`config.mk`:
```
export PLATFORM = sky130hd
export DESIGN_NAME = user_proj_updown_counter
export DESIGN_NICKNAME = d
export VERILOG_FILES = /design/src/rtl/updown_counter_pkg.sv /design/src/rtl/counter_prescaler.sv /design/src/rtl/user_proj_updown_counter.sv
export SDC_FILE = /design/constraint.sdc
export NUM_CORES = 1
export LEC_CHECK = 0
export ABC_CLOCK_PERIOD_IN_PS = 1700
export BUFFER_PORTS_ARGS = -buffer_cell sky130_fd_sc_hd__buf_2
export CAP_MARGIN = 20
export CORE_UTILIZATION = 45
export CTS_BUF_LIST = sky130_fd_sc_hd__clkbuf_16
export DETAILED_ROUTE_END_ITERATION = 8
export PLACE_DENSITY = 0.75
export SLEW_MARGIN = 20
export SYNTH_ARGS = -nofsm -noshare
export SYNTH_HDL_FRONTEND = slang
export SYNTH_SLANG_ARGS = --single-unit
```
`constraint.sdc`:
```
create_clock -name wb_clk_i -period 1.7 [get_ports wb_clk_i]
set_input_delay 0.17 -clock wb_clk_i [delete_from_list [all_inputs] [get_ports wb_clk_i]]
set_output_delay 0.17 -clock wb_clk_i [all_outputs]
set_load 0.05 [all_outputs]
```
`src/rtl/updown_counter_pkg.sv`:
```
// Shared constants for the up/down counter user project: FSM encoding,
// direction and boundary-mode values.
package updown_counter_pkg;

  typedef enum logic {
    ST_RUN     = 1'b0,
    ST_STOPPED = 1'b1
  } state_t;

  localparam logic DIR_UP    = 1'b1;
  localparam logic DIR_DOWN  = 1'b0;
  localparam logic MODE_WRAP = 1'b0;
  localparam logic MODE_SAT  = 1'b1;

endpackage

```
`src/rtl/counter_prescaler.sv`:
```
// Free-running 0..PRESCALE-1 divider; tick_o is high for the one cycle the
// divider sits at PRESCALE-1. Cleared by reset (active-low) or clr_i.
module counter_prescaler #(
  parameter int PRESCALE = 4
) (
  input  logic wb_clk_i,
  input  logic wb_rst_i,
  input  logic clr_i,
  output logic tick_o
);

  localparam int PW = (PRESCALE > 2) ? $clog2(PRESCALE) : 1;
  localparam logic [PW-1:0] TOP = PW'(PRESCALE - 1);

  logic [PW-1:0] r_cnt;

  always_ff @(posedge wb_clk_i) begin
    if (!wb_rst_i || clr_i) begin
      r_cnt <= '0;
    end else if (r_cnt == TOP) begin
      r_cnt <= '0;
    end else begin
      r_cnt <= r_cnt + 1'b1;
    end
  end

  assign tick_o = (r_cnt == TOP);

endmodule

```
`src/rtl/user_proj_updown_counter.sv`:
```
// BITS-wide modulo up/down counter with load, wrap/saturate, one-shot stop,
// terminal-count pulse and sticky overflow. Optional macro: COUNTER_PRESCALE_EN.
module user_proj_updown_counter
  import updown_counter_pkg::*;
#(
  parameter int          BITS      = 8,
  parameter int unsigned MAX_COUNT = 2**BITS - 1,
  parameter int          PRESCALE  = 4
) (
  input  logic            wb_clk_i,
  input  logic            wb_rst_i,
  input  logic            en_i,
  input  logic            up_i,
  input  logic            sat_i,
  input  logic            oneshot_i,
  input  logic            load_i,
  input  logic [BITS-1:0] load_val_i,
  input  logic            clr_ovf_i,
  output logic [BITS-1:0] count_o,
  output logic            tc_o,
  output logic            ovf_o,
  output logic            busy_o,
  output logic [BITS-1:0] io_oeb
);

  localparam logic [BITS-1:0] MAX_C = MAX_COUNT[BITS-1:0];

  function automatic logic [BITS-1:0] f_clamp(input logic [BITS-1:0] v);
    return (v > MAX_C) ? MAX_C : v;
  endfunction

  state_t          r_state;
  state_t          w_state_nxt;
  logic [BITS-1:0] r_count;
  logic [BITS-1:0] w_count_nxt;
  logic            r_tc;
  logic            r_ovf;
  logic [BITS-1:0] r_oeb;
  logic            w_tick;
  logic            w_step;
  logic            w_at_bound;
  logic            w_term;

`ifdef COUNTER_PRESCALE_EN
  logic w_pre_tick;

  counter_prescaler #(
    .PRESCALE (PRESCALE)
  ) u_prescaler (
    .wb_clk_i (wb_clk_i),
    .wb_rst_i (wb_rst_i),
    .clr_i    (load_i),
    .tick_o   (w_pre_tick)
  );

  assign w_tick = en_i & w_pre_tick;
`else
  assign w_tick = en_i;
`endif

  // A load always pre-empts a tick, so a terminal event needs !load_i.
  assign w_step     = w_tick && !load_i && (r_state == ST_RUN);
  assign w_at_bound = (up_i == DIR_UP) ? (r_count == MAX_C) : (r_count == '0);
  assign w_term     = w_step && w_at_bound;

  always_comb begin
    w_count_nxt = r_count;
    if (load_i) begin
      w_count_nxt = f_clamp(load_val_i);
    end else if (w_step) begin
      if (up_i == DIR_UP) begin
        if (!w_at_bound)              w_count_nxt = r_count + 1'b1;
        else if (sat_i == MODE_WRAP)  w_count_nxt = '0;
        else                          w_count_nxt = MAX_C;
      end else begin
        if (!w_at_bound)              w_count_nxt = r_count - 1'b1;
        else if (sat_i == MODE_WRAP)  w_count_nxt = MAX_C;
        else                          w_count_nxt = '0;
      end
    end
  end

  // FSM: state register
  always_ff @(posedge wb_clk_i) begin
    if (!wb_rst_i) r_state <= ST_RUN;
    else           r_state <= w_state_nxt;
  end

  // FSM: next state
  always_comb begin
    w_state_nxt = r_state;
    case (r_state)
      ST_RUN:     if (w_term && oneshot_i) w_state_nxt = ST_STOPPED;
      ST_STOPPED: if (load_i)              w_state_nxt = ST_RUN;
      default:    w_state_nxt = ST_RUN;
    endcase
  end

  // FSM: outputs
  always_comb begin
    busy_o = (r_state == ST_RUN);
  end

  // Datapath registers: count, terminal pulse, sticky overflow, pad enables
  always_ff @(posedge wb_clk_i) begin
    if (!wb_rst_i) begin
      r_count <= '0;
      r_tc    <= 1'b0;
      r_ovf   <= 1'b0;
      r_oeb   <= '1;
    end else begin
      r_count <= w_count_nxt;
      r_tc    <= w_term;
      r_oeb   <= '0;
      if (w_term)         r_ovf <= 1'b1;
      else if (clr_ovf_i) r_ovf <= 1'b0;
    end
  end

  assign count_o = r_count;
  assign tc_o    = r_tc;
  assign ovf_o   = r_ovf;
  assign io_oeb  = r_oeb;

endmodule

```
==> results of run 1 <==
## logic make-up after synthesis
| logic type | count (synthesis) | share of synthesized area (%) |
|---|---|---|
| AOI/OAI and AO/OA | 44 | 27.68 |
| DFF | 12 | 21.69 |
| adders and majority gates | 3 | 3.390 |
| xor gates and xnor gates | 3 | 2.373 |
| and+or+nand+nor | 67 | 32.32 |
| buffers and inverters | 25 | 12.54 |
## power by group through the flow
stage               Combinational [mW]  Clock, mW  Sequential [mW]
floorplan                        0.286          0            0.408
global placement                 0.439          0            0.358
detailed placement               0.440          0            0.362
CTS                              0.449      0.455            0.357
global route                     0.509      0.477            0.363
finish                           0.477      0.453            0.358
## critical path, delay by kind of cell (launching register included)
kind / cells / cell delay (ns)
simple gates: 3 / 0.83
compound gates: 2 / 0.39
flops: 1 / 0.37
## final cells by class
class	count	area, sq um	area share [%]
multi-input combinational	117	810.8	53.60
tap	28	35.03	2.316
sequential	12	265.3	17.54
clock buffer	3	75.07	4.963
timing repair buffer	50	290.3	19.19
inverter	8	32.53	2.151
clock inverter	1	3.754	0.2481
## stage by stage
stage	std cells	cell area (sq um)	power (mW)
3_3_place_gp	212	1364	0.7970
2_1_floorplan	154	1187	0.6948
4_1_cts	218	1461	1.261
3_5_place_dp	212	1364	0.8021
5_1_grt	219	1513	1.349
6_report	219	1513	1.288
## state kept, by name, summed over array words and instances (netlist names)
| name | flops |
|---|---|
| count_o | 8 |
| io_oeb | 1 |
| r_state | 1 |
| tc_o | 1 |
| ovf_o | 1 |
## synthesized netlist by cell type, drive strengths merged, types with 4 or more instances
| cell type | n | area share (%) |
|---|---|---|
| and3 | 5 | 2.8 |
| nor3 | 6 | 3.2 |
| o21ai | 10 | 4.5 |
| inv | 8 | 2.7 |
| nor2 | 10 | 3.6 |
| buf | 13 | 8.5 |
| o22ai | 4 | 2.3 |
| a21oi | 4 | 1.8 |
| dfxtp | 12 | 22 |
| nand2b | 4 | 2.3 |
| nand2 | 23 | 7.8 |
| clkbuf | 4 | 1.4 |
| nand3 | 5 | 2.3 |
## path summary, 6_finish.rpt
path	start	depth (start not counted)	slack [ns]	end
max reg2reg	count_o[4]	5	-0.03	count_o[0]
min	wb_rst_i	2	0.12	io_oeb[6]
min reg2reg	ovf_o	2	0.51	ovf_o
max	count_o[4]	5	-0.03	count_o[0]
## what timing repair did
item,CTS,global route
setup buffers,2,1
endpoints found under the setup margin,2,8
hold endpoints to repair,0,0
pin swaps,4,4
gates resized for setup,1,8
## metal layers
layer	global-route usage (%)	vias to the layer above
li1	-	633
met1	36.93	603
met2	46.54	67
met3	5.556	8
met4	19.82	0
met5	0	-
==> flow_summary_export.csv, run 1 <==
group,metric,value,unit
worst_setup_path,slowest_stage,"or3_4",
finish,areaGrowthSynthToFinish,36.61,%
global_routing,grt_pass1_vias,1205,
die,rows,17,
sta,hold_viol_final,0,
finish,num-fill-cells,180,
drt,drt_iter0_drc,53,
clock_network,clkTransAtPathRegs,0.05,ns
pwr,pwr-share-comb,37.0,%
drt,drt-total-wl,3.543,mm
run,maxCapViolations,0,
drt,viasPerCell,5.986,
drt,vias,1311,
place,place.port_buffers,34,
synthesis,syn-num-nets,173,
synthesis,synth-edff-count,0,
place,place_congestion,0.9558,
drt,firstDrtPassIters,4,
sta,max_freq,578.5,MHz
worst_setup_path,critical_path_required,1.81,ns
drt,drc,0,
pwr,p_sw_share,38.10,%
sta,finalSetupTns,-0.03031,ns
clock_network,clk_latency,0.25,ns
finish,final_layout_size_suffix_gt1_share,42.93,%
die,initial_utilization,48.65,%
die,io_pins,35,
place,hpwl,2.526,mm
die,core,0.002276,sq mm
sta,holdWs,0.1236,ns
pwr,powerDensity,851.7,mW/mm^2
clock_network,cts_sinks,12,
global_routing,grt_first_pass_wirelength,5.685,mm
drt,highest_layer,"met4",
sta,tightest_slew,0.4020,ns
synthesis,syn_inst,154,
worst_setup_path,worstSetupPathType,"reg2reg",
global_routing,track_usage,29.80,%
synthesis,netlist_area,0.001107,sq mm
place,preCtsSetupSlack,-0.05234,ns
pwr,switchingPower,0.4909,mW
worst_setup_path,cpPeakStageDelay,0.43,ns
clock_network,htree_levels,1,
global_routing,antenna_found_initial,0,
sta,max-slew-margin-rel,72.51,%
sta,skew,0.0006332,ns
drt,wl_met3,280,um
synthesis,synthArstFlopShare,0,%
sta,timing.final.ws_setup,-0.02860,ns
global_routing,grt_start_max_net_pins,13,
sta,setup_violations,2,
worst_setup_path,end_kind,"register",
sta,min_period_over_period,101.7,%
synthesis,synth_cell_types,43,
synthesis,ys_ff_latch,12,
clock_network,ctsLongestPathBuffers,2,
worst_setup_path,start_kind,"register",
clock_network,clock-root-buffer,"clkbuf_16",
worst_setup_path,path_cells,"or3_4 > nor4_4 > nor2_2 > a2111oi_2 > a311oi_1",
clock_network,tritoncts,"yes",
sta,rsz0062_at_grt,"yes",
finish,layout_commonest_cell,"buf_2",
pwr,ir_drop,0.6582,mV
finish,layout_common_cells,"buf_2, nand2_1, buf_4, nor2_1, o21ai_0",
pwr,power_frac_seq,27.8,%
clock_network,numCtsBuffers,3,
run_status,violations,"negative setup slack",
sta,period_minus_slack,1.729,ns
sta,slew_viol_final,0,
run_status,status,"finished with violations",
synthesis,ys_dominant_reg_cell,"dfxtp_1",
die,die_h,51.61,um
synthesis,syn_area_per_cell,7.190,sq um
pwr,power.leakage,0.6464,nW
drt,antenna_left,0,
pwr,p_clk_share,35.2,%
pwr,p_int,0.7975,mW
finish,layout.nets,211,
global_routing,grt_overflow,0,
drt,wl_met2,1.700,mm
finish,n_antenna_cell,0,
synthesis,yosysWarnings,0,
drt,avgRoutedWirePerCell,16.18,um
synthesis,yosysSeqAreaShare,21.69,%
worst_setup_path,cp.arrival,1.84,ns
die,dieArea,0.002663,sq mm
worst_hold_path,hp-class,"in2reg",
clock_network,cts_hold_buf,0,
finish,post-route-util,66.47,%
drt,wl_met1,1.468,mm
die,die_w,51.61,um
worst_setup_path,crit_fanout,8,
Power figures use the tool's default switching activity.
==> run 2, diff against run 1 <==
- SETUP_SLACK_MARGIN: unset -> 0.5
==> run 2 against run 1 <==
  * The run still ends with negative setup slack left
  * Global-route usage increased by 7.9 points
  * Flip-flop and latch count stayed put
  * Critical path depth is 1 higher
  * Largest power group unchanged
==> flow_summary_export.csv, run 2 (synthesized netlist as in run 1, its figures left out) <==
group,metric,value,unit
sta,min_period_over_period,102.0,%
worst_setup_path,start_kind,"register",
worst_hold_path,hp-class,"in2reg",
global_routing,grt_start_max_net_pins,16,
finish,layout_common_cells,"buf_2, buf_4, nand2_1, o21ai_0",
clock_network,cts_hold_buf,0,
clock_network,numCtsBuffers,3,
global_routing,grt_overflow,0,
clock_network,cts_sinks,12,
finish,post-route-util,78.39,%
run_status,violations,"negative setup slack",
clock_network,tritoncts,"yes",
global_routing,track_usage,37.68,%
finish,layout_commonest_cell,"buf_2",
worst_setup_path,crit_fanout,3,
sta,timing.final.ws_setup,-0.03323,ns
finish,num-fill-cells,129,
drt,drc,0,
global_routing,grt_first_pass_wirelength,7.231,mm
finish,multi_input_area,948.4,sq um
place,hpwl,2.403,mm
die,die_w,51.61,um
die,core,0.002276,sq mm
place,place_congestion,1.078,
die,initial_utilization,48.65,%
clock_network,clock-root-buffer,"clkbuf_16",
pwr,powerDensity,807.1,mW/mm^2
run,maxCapViolations,0,
sta,slew_viol_final,0,
finish,seqCellArea,265.3,sq um
finish,largest_register_ffs,8,
place,place.port_buffers,34,
die,rows,17,
sta,max_freq,577.0,MHz
global_routing,antenna_found_initial,0,
pwr,power.leakage,0.7464,nW
drt,vias,1509,
sta,period_minus_slack,1.733,ns
drt,drt-total-wl,4.744,mm
global_routing,grt_pass1_vias,1407,
die,dieArea,0.002663,sq mm
finish,n_antenna_cell,0,
clock_network,clkTransAtPathRegs,0.05,ns
place,preCtsSetupSlack,-0.01523,ns
worst_setup_path,critical_path_required,1.82,ns
clock_network,htree_levels,1,
clock_network,clk_latency,0.24,ns
sta,holdWs,0.1448,ns
sta,setup_violations,4,
finish,areaGrowthSynthToFinish,61.13,%
sta,skew,0.0005688,ns
run_status,status,"finished with violations",
drt,viasPerCell,6.504,
clock_network,ctsLongestPathBuffers,2,
worst_setup_path,end_kind,"register",
sta,hold_viol_final,0,
sta,rsz0062_at_grt,"yes",
sta,max-slew-margin-rel,66.70,%
worst_setup_path,worstSetupPathType,"reg2reg",
worst_setup_path,cp.arrival,1.85,ns
die,io_pins,35,
die,die_h,51.61,um
drt,avgRoutedWirePerCell,20.45,um
pwr,ir_drop,0.6468,mV
drt,drt_iter0_drc,85,
drt,antenna_left,0,
finish,layout.nets,224,
drt,firstDrtPassIters,5,
sta,tightest_slew,0.4996,ns
finish,final_layout_size_suffix_gt1_share,54.41,%
-- run 2: cell type report --
class	count	share of cell area [%]
clock buffer	3	4.208
clock inverter	1	0.2104
inverter	8	1.964
multi-input combinational	117	53.16
sequential	12	14.87
tap	28	1.964
timing repair buffer	63	23.63
-- run 2: repair_timing --
| item | in CTS | in global routing |
|---|---|---|
| buffers inserted | 17 | 2 |
| pin swaps | 19 | 4 |
| resized for setup | 34 | 12 |
| setup endpoints to repair | 12 | 14 |
-- run 2: worst paths after layout --
kind	startpoint	to	slack, ns	cells past startpoint
worst min-delay path	wb_rst_i	io_oeb[6]	0.14	2
worst max-delay path	count_o[4]	count_o[7]	-0.03	6
worst max register to register	count_o[4]	count_o[7]	-0.03	6
worst min register to register	ovf_o	ovf_o	0.50	2
-- run 2: power breakdown --
group / switching (mW) / leakage (nW) / total (mW) / internal (mW)
Sequential: 0.0515 / 0.103 / 0.357 / 0.305
Combinational: 0.382 / 0.605 / 0.642 / 0.259
Clock: 0.131 / 0.0385 / 0.442 / 0.311
-- run 2: routing by layer --
metal	share of wire (%)	global-route usage (%)
met3	11	7.895
met4	8.0	30.18
met2	44	57.58
met5	0	0
met1	37	45.21
-- run 2: per-stage QoR --
step	TNS (ns)	power [mW]	area, sq um	cells
final	-0.07239	1.440	1784	232
after global routing	-0.3153	1.490	1784	232
after floorplan	-0.07111	0.6981	1194	154
after detailed placement	-0.01523	0.7947	1348	209
after global placement	0	0.7862	1348	209
after CTS	0	1.363	1725	230
-- run 2: critical path, cell delays in order, from the launching register on --
cell and delay, ns:
dfxtp_4 0.35, or3_4 0.42, nor4_4 0.35, buf_4 0.19, a311oi_2 0.05, o22ai_1 0.15, o31ai_1 0.10
==> run 3, diff against run 2 <==
- BUFFER_PORTS_ARGS: -buffer_cell sky130_fd_sc_hd__buf_2 -> -buffer_cell sky130_fd_sc_hd__buf_4
==> run 3 against run 2 <==
  * The flow still finishes with violations (negative setup slack)
  * Maximum frequency down 0.62%
  * Global-route usage down 4.0 points
  * Final cell count up 3.4%
  * Non-clock buffer count up 8
  * First-iteration DRC count down 32%
  * Clock skew up 0.0011 ns
==> flow_summary_export.csv, run 3 (synthesized netlist as in run 1, its figures left out) <==
group,metric,value,unit
worst_setup_path,start_kind,"register",
global_routing,track_usage,33.68,%
run_status,violations,"negative setup slack",
global_routing,antenna_found_initial,0,
sta,max-slew-margin-rel,72.18,%
clock_network,numCtsBuffers,3,
sta,tightest_slew,0.4169,ns
drt,viasPerCell,6.075,
sta,max_freq,573.4,MHz
die,io_pins,35,
pwr,powerDensity,777.1,mW/mm^2
worst_setup_path,cp_top_family,"simple AND/OR/NAND/NOR gates",
global_routing,grt_overflow,0,
run,maxCapViolations,0,
finish,final_layout_size_suffix_gt1_share,53.77,%
die,die_w,51.61,um
run_status,status,"finished with violations",
worst_setup_path,cpPeakStageDelay,0.43,ns
sta,hold_viol_final,0,
worst_setup_path,slowest_stage,"or3_4",
sta,setup_violations,2,
place,place.port_buffers,34,
sta,rsz0062_at_grt,"yes",
pwr,ir_drop,0.7135,mV
clock_network,tritoncts,"yes",
clock_network,clock-root-buffer,"clkbuf_16",
clock_network,cts_sinks,12,
sta,slew_viol_final,0,
sta,skew,0.001704,ns
finish,layout.nets,232,
sta,period_minus_slack,1.744,ns
worst_hold_path,hp-class,"in2reg",
global_routing,grt_start_max_net_pins,16,
place,hpwl,2.684,mm
worst_setup_path,end_kind,"register",
clock_network,ctsLongestPathBuffers,2,
worst_setup_path,cp.arrival,1.86,ns
pwr,power.leakage,0.7995,nW
drt,firstDrtPassIters,4,
pwr,p_int,0.9164,mW
global_routing,grt_first_pass_wirelength,6.603,mm
die,initial_utilization,48.65,%
die,core,0.002276,sq mm
finish,n_antenna_cell,0,
die,rows,17,
drt,drt-total-wl,4.340,mm
sta,min_period_over_period,102.6,%
drt,avgRoutedWirePerCell,18.08,um
sta,timing.final.ws_setup,-0.04411,ns
pwr,p_clk_share,30.5,%
place,preCtsSetupSlack,-0.02287,ns
sta,finalSetupTns,-0.08163,ns
clock_network,clk_latency,0.24,ns
worst_setup_path,path_cells,"or3_4 > nor4_4 > nor2_2 > buf_4 > a21oi_1 > o22ai_1",
clock_network,clkTransAtPathRegs,0.05,ns
drt,antenna_left,0,
drt,vias,1458,
worst_setup_path,critical_path_required,1.82,ns
die,die_h,51.61,um
worst_setup_path,worstSetupPathType,"reg2reg",
die,dieArea,0.002663,sq mm
global_routing,grt_pass1_vias,1369,
clock_network,htree_levels,1,
worst_setup_path,r2r_setup_slack,-0.04,ns
finish,layout_common_cells,"buf_4, nand2_1, nor2_1, o21ai_0",
worst_setup_path,crit_buf_inv,1,
pwr,switchingPower,0.5441,mW
worst_setup_path,crit_fanout,3,
finish,areaGrowthSynthToFinish,69.72,%
pwr,pwr-share-comb,45.5,%
pwr,p_sw_share,37.25,%
place,place_congestion,0.9940,
drt,drc,0,
finish,layout_commonest_cell,"buf_4",
finish,largest_register_ffs,8,
drt,drt_iter0_drc,58,
pwr,power_frac_seq,24.0,%
==> run 3: layout make-up <==
type,count,area [sq um]
multi-input combinational,117,913.4
timing repair buffer,71,551.8
fill,140,396.6
sequential,12,265.3
clock buffer,3,75.07
inverter,8,35.03
tap,28,35.03
clock inverter,1,3.754
==> run 3: layer usage <==
metal / track usage (%) / vias to the layer above / routed length [um]
li1: - / 674 / -
met1: 42.08 / 691 / 1819
met2: 57.36 / 76 / 2092
met3: 3.801 / 17 / 279
met4: 15.32 / 0 / 148
met5: 0 / - / 0
==> run 3: final timing paths <==
kind              startpoint          to  cells after the start
hold / removal     oneshot_i     r_state                      2
setup / recovery  count_o[3]  count_o[4]                      6
setup reg to reg  count_o[3]  count_o[4]                      6
hold reg to reg        ovf_o       ovf_o                      2
==> run 3: repair_timing <==
item,in CTS,in global routing
pin swaps,14,6
setup endpoints to repair,11,12
hold buffers,0,0
resized for setup,20,13
buffers inserted,18,3
==> run 3: through the flow <==
stage          utilization [%]  instance area (sq um)  hold slack, ns  total power [mW]  std cells
6_report                 82.57                   1879          0.1411             1.460        240
5_1_grt                  82.57                   1879          0.1490             1.511        240
4_1_cts                  78.94                   1797          0.1418             1.379        237
3_5_place_dp             64.93                   1478          0.3892            0.8448        215
3_3_place_gp             64.93                   1478          0.3833            0.8420        215
2_1_floorplan                -                   1194          0.2956            0.6981        154
==> run 3: power groups by stage <==
stage / registers (mW) / clock network (mW) / logic [mW]
after floorplan: 0.408 / 0 / 0.290
after global placement: 0.353 / 0 / 0.489
after detailed placement: 0.355 / 0 / 0.490
after CTS: 0.346 / 0.440 / 0.593
after global routing: 0.352 / 0.459 / 0.700
final: 0.351 / 0.445 / 0.665
